===== src/rtl/uart_rx_8n1.sv =====
// 8N1 serial receiver: synchronises rx, qualifies the start bit at mid-bit,
// samples each data bit at the centre of its period, checks the stop bit and
// presents the byte with a single-cycle valid strobe.
//
// state     | meaning
// ----------+--------------------------------------------------------------
// IDLE      | line idle, waiting for a falling edge on rx_s
// START     | counting to the middle of the start bit to confirm it
// DATA      | sampling 8 data bits, LSB first, one per bit period
// STOP      | sampling the stop bit; good -> rxvalid, bad -> frame_err
// WAIT_IDLE | after a framing error, hold off until the line returns high
//
// CLKS_PER_BIT must be even and at least 4; SYNC_STAGES at least 2.

module uart_rx_8n1 #(
  parameter int CLKS_PER_BIT = 16,
  parameter int SYNC_STAGES  = 2
) (
  input  logic       clk,
  input  logic       rst_n,
  input  logic       rx,
  output logic [7:0] rxbyte,
  output logic       rxvalid,
  output logic       frame_err,
  output logic       rx_busy
);

  localparam int CW = $clog2(CLKS_PER_BIT);
  localparam logic [CW-1:0] HALF_M1 = CW'(CLKS_PER_BIT / 2 - 1);
  localparam logic [CW-1:0] FULL_M1 = CW'(CLKS_PER_BIT - 1);

  typedef enum logic [2:0] {
    IDLE      = 3'd0,
    START     = 3'd1,
    DATA      = 3'd2,
    STOP      = 3'd3,
    WAIT_IDLE = 3'd4
  } state_t;

  state_t                 state;
  logic [SYNC_STAGES-1:0] sync_q;
  logic                   rx_s;
  logic [CW-1:0]          cyc_cnt;
  logic [2:0]             bit_cnt;
  logic [7:0]             shift;

  assign rx_s = sync_q[SYNC_STAGES-1];

  // Bring the asynchronous line into the clk domain; resets to idle-high so
  // reset release never looks like a start bit.
  always_ff @(posedge clk or negedge rst_n) begin
    if (!rst_n) begin
      sync_q <= '1;
    end else begin
      sync_q <= {sync_q[SYNC_STAGES-2:0], rx};
    end
  end

  // Frame state machine with all outputs registered.
  always_ff @(posedge clk or negedge rst_n) begin
    if (!rst_n) begin
      state     <= IDLE;
      cyc_cnt   <= '0;
      bit_cnt   <= '0;
      shift     <= '0;
      rxbyte    <= 8'h00;
      rxvalid   <= 1'b0;
      frame_err <= 1'b0;
      rx_busy   <= 1'b0;
    end else begin
      rxvalid   <= 1'b0;
      frame_err <= 1'b0;
      case (state)
        IDLE: begin
          cyc_cnt <= '0;
          if (!rx_s) begin
            state   <= START;
            rx_busy <= 1'b1;
          end
        end
        START: begin
          if (cyc_cnt == HALF_M1) begin
            cyc_cnt <= '0;
            if (!rx_s) begin
              state   <= DATA;
              bit_cnt <= '0;
            end else begin
              // Line went back high before mid start bit: treat as a glitch.
              state   <= IDLE;
              rx_busy <= 1'b0;
            end
          end else begin
            cyc_cnt <= cyc_cnt + CW'(1);
          end
        end
        DATA: begin
          if (cyc_cnt == FULL_M1) begin
            cyc_cnt <= '0;
            shift   <= {rx_s, shift[7:1]};
            if (bit_cnt == 3'd7) begin
              state   <= STOP;
              bit_cnt <= '0;
            end else begin
              bit_cnt <= bit_cnt + 3'd1;
            end
          end else begin
            cyc_cnt <= cyc_cnt + CW'(1);
          end
        end
        STOP: begin
          // Leaving at mid stop bit leaves half a bit of margin to catch a
          // start bit that follows the stop bit directly.
          if (cyc_cnt == FULL_M1) begin
            cyc_cnt <= '0;
            if (rx_s) begin
              rxbyte  <= shift;
              rxvalid <= 1'b1;
              state   <= IDLE;
              rx_busy <= 1'b0;
            end else begin
              frame_err <= 1'b1;
              state     <= WAIT_IDLE;
            end
          end else begin
            cyc_cnt <= cyc_cnt + CW'(1);
          end
        end
        WAIT_IDLE: begin
          cyc_cnt <= '0;
          if (rx_s) begin
            state   <= IDLE;
            rx_busy <= 1'b0;
          end
        end
        default: begin
          state   <= IDLE;
          cyc_cnt <= '0;
          bit_cnt <= '0;
          rx_busy <= 1'b0;
        end
      endcase
    end
  end

endmodule


===== config.mk =====
export PLATFORM = sky130hd
export DESIGN_NAME = uart_rx_8n1
export DESIGN_NICKNAME = d
export VERILOG_FILES = /design/src/rtl/uart_rx_8n1.sv
export SDC_FILE = /design/constraint.sdc
export NUM_CORES = 1
export LEC_CHECK = 0
export ABC_AREA = 1
export BUFFER_PORTS_ARGS = -buffer_cell sky130_fd_sc_hd__buf_2
export CORE_ASPECT_RATIO = 1.1
export CORE_MARGIN = 2
export CORE_UTILIZATION = 51
export CTS_CLUSTER_SIZE = 8
export DETAILED_ROUTE_END_ITERATION = 10
export PLACE_DENSITY_LB_ADDON = 0.12
export SYNTH_ARGS = -nofsm -noshare
export SYNTH_HDL_FRONTEND = slang
export SYNTH_SLANG_ARGS = --single-unit

===== constraint.sdc =====
create_clock -name clk -period 1.4 [get_ports clk]
set_input_delay 0.28 -clock clk [delete_from_list [all_inputs] [get_ports clk]]
set_output_delay 0.28 -clock clk [all_outputs]
set_load 0.05 [all_outputs]

==> results.ini <==
[sta]
slew_viol_final = 0
setup_viol = 0
fmax_ghz = 0.747
fin_tns_setup_ns = 0
final-hold-violation-count = 0
fin_crit_sh = 0.956
relSlewSlack = 0.746
fin_skew_ns = 0.00633
fin_ws_ns = 0.0615
min_period_ns = 1.34
rsz0062_at_grt = true
worst_slew_pin_slew_ns = 0.381

[die]
coreArea_mm2 = 0.00275
die_area_mm2 = 0.00330
rows = 20
fp.dieH_um = 60.1
die_w_um = 55.0
start_util = 0.530
boundaryPins = 14

[power]
p_sw_w = 0.00102
p_per_area_mw_per_mm2 = 1490
pwr-share-seq = 0.450
clock_power_share = 0.186
leakagePower_nw = 0.882
switching_share = 0.398
peakVddDrop_mv = 0.994
p_comb_frac = 0.364
intPower_w = 0.00155

[clocking]
clk_pin_slew_worst_paths_ns = 0.09
cts_tree = yes
clk_path_buf_depth = 2
cts_sinks = 31
clk_latency_ns = 0.32
cts_buffers = 5
cts.htree.levels = 2
cts_root_buffer = clkbuf_4

[global_route]
grt_pass1_vias = 1010
antenna_found_initial = 0
grt_pass1_wl_um = 4370
grtUsageTotal = 0.191
grt_max_degree = 32
global_route.overflow_total = 0

[synth]
post_synth.cell_area_avg_um2 = 9.53
async_flop_share = 1.00
synth_nets = 159
synth_cell_type_count = 26
synth_ff_type = dfrtp_1
ys_seq_area_frac = 0.534
syn_area_mm2 = 0.00146
synth.most_common_cell = nand2_1
synth_top_area_cell = dfrtp_1
ys.warnings.count = 0
synthTopCellsByArea = dfrtp_1 (50%), nand2_1 (8.8%), o21ai_2 (4.8%)
postSynthCellCount = 153
yosysTopAreaCellShare = 0.498
ys_ff_latch = 31
synth_edf_count = 0
synth_common_cells = nand2_1 (34), dfrtp_1 (29), inv_1 (16), nor2_1 (11), nand3_1 (10)

[finish]
final_core_util = 0.625
n_fill_cell = 239
regArea_um2 = 781
final_area_mm2 = 0.00172
layout-drive-gt1-share = 0.341
nNetsFinal = 184
area_growth_pct = 18.1
multi_input_area_um2 = 641
num_antenna_cells = 0

[worst_setup_path]
r2r-start = state[0]
cp_top_family = flip-flops
worstPathCellList = inv_1 > nand2_1 > nor2_2 > inv_2 > nor2_4 > o21ai_1
cp.arrival_ns = 1.54
required_ns = 1.60
worstPathMaxFanout = 8
end_kind = flip-flop
max_stage_delay_ns = 0.46
startpoint = state[0]
worst-path-buf-inv = 2
critPathKind = reg2reg
crit_path_top_delay_cell = dfrtp_1
cp-start-kind = flip-flop

[status]
status = finished clean

[detailed_routing]
via_count = 1057
drt-total-wl_um = 2630
drtAntennaViolNets = 0
routed_via_density = 4.99
drtIter0Drc = 23
routedWlPerCell_um = 12.4
drc = 0
drtPass1Iterations = 4

[job]
cap_violations = 0

[placement]
port_buffers = 13
dp_hpwl_um = 1780
place_congestion = 0.787
pre_cts_ws_ns = -0.0502
placed_area_mm2 = 0.00156

[worst_hold_path]
min_from = rx
min_path_type = in2reg

==> power groups by stage <==
stage          sequential [W]  clock, W  combinational (W)
3_5_place_dp          0.00115         0           0.000826
3_3_place_gp          0.00114         0           0.000813
6_report              0.00116  0.000476           0.000935
5_1_grt               0.00118  0.000549            0.00105
4_1_cts               0.00113  0.000498           0.000836
2_1_floorplan         0.00117         0           0.000612
==> logic make-up after synthesis <==
logic type | count (synthesis) | share of synthesized area
AO/OA/AOI/OAI | 23 | 0.0996
AND/OR/NAND/NOR | 74 | 0.270
buffers and inverters | 21 | 0.0644
flip-flops | 31 | 0.534
XOR/XNOR | 1 | 0.00601
adder cells (fa/ha/maj) | 3 | 0.0258
==> state kept, by name, indices dropped and copies added, names as in the netlist <==
name	count
shift	8
cyc_cnt	4
frame_err	1
bit_cnt	3
state	3
rx_busy	1
rxbyte	8
sync_q	2
rxvalid	1
==> routing by layer <==
layer	up-vias	global-route usage	share of wire
met5	-	0	0
met4	0	0.0732	0.016
met3	5	0.0750	0.038
met2	16	0.294	0.48
met1	490	0.239	0.46
li1	546	-	-
==> path summary, 6_finish.rpt <==
check	to	slack (ns)	depth (start not counted)
setup / recovery	shift[6]	0.06	6
hold / removal	sync_q[0]	0.06	1
setup reg to reg	shift[6]	0.06	6
hold reg to reg	sync_q[1]	0.36	0
max in group asynchronous	sync_q[0]	0.58	3
min in group asynchronous	shift[1]	0.49	3
==> stage by stage <==
stage,instances,total power [W],hold WS [ns]
6_report,212,0.00257,0.0572
5_1_grt,212,0.00277,0.0215
4_1_cts,210,0.00246,0.0434
3_5_place_dp,199,0.00197,0.317
3_3_place_gp,199,0.00195,0.314
2_1_floorplan,153,0.00179,-0.0156
==> layout by cell type (no fill, tap or decap), drive strengths merged <==
cell and count:
nand2 38, dfrtp 29, inv 19, nor2 19
o21ai 19, buf 18, nand3 12, clkbuf 7
a21oi 4, ha 3, dfstp 2, nand4 2
nor2b 1, xor2 1, nor3 1, nand3b 1
and2 1, clkinv 1, dlygate4sd3 1
==> final cells by class <==
| cell class | instances | area share |
|---|---|---|
| well taps | 33 | 0.0240 |
| clock buffers | 7 | 0.0262 |
| flip-flops and latches | 31 | 0.453 |
| repair buffers | 19 | 0.0799 |
| clock inverters | 1 | 0.00291 |
| multi-input cells | 102 | 0.372 |
| inverters | 19 | 0.0414 |
==> what timing repair did <==
item                       4_1_cts  5_1_grt
setup buffers                    2        1
pin swaps                        1        7
cloned                           0        1
hold buffers                     1        0
setup endpoints to repair       11       16
resized for setup                1       11
hold endpoints to repair        29        0
No activity file was read; power rests on OpenSTA's default activity.
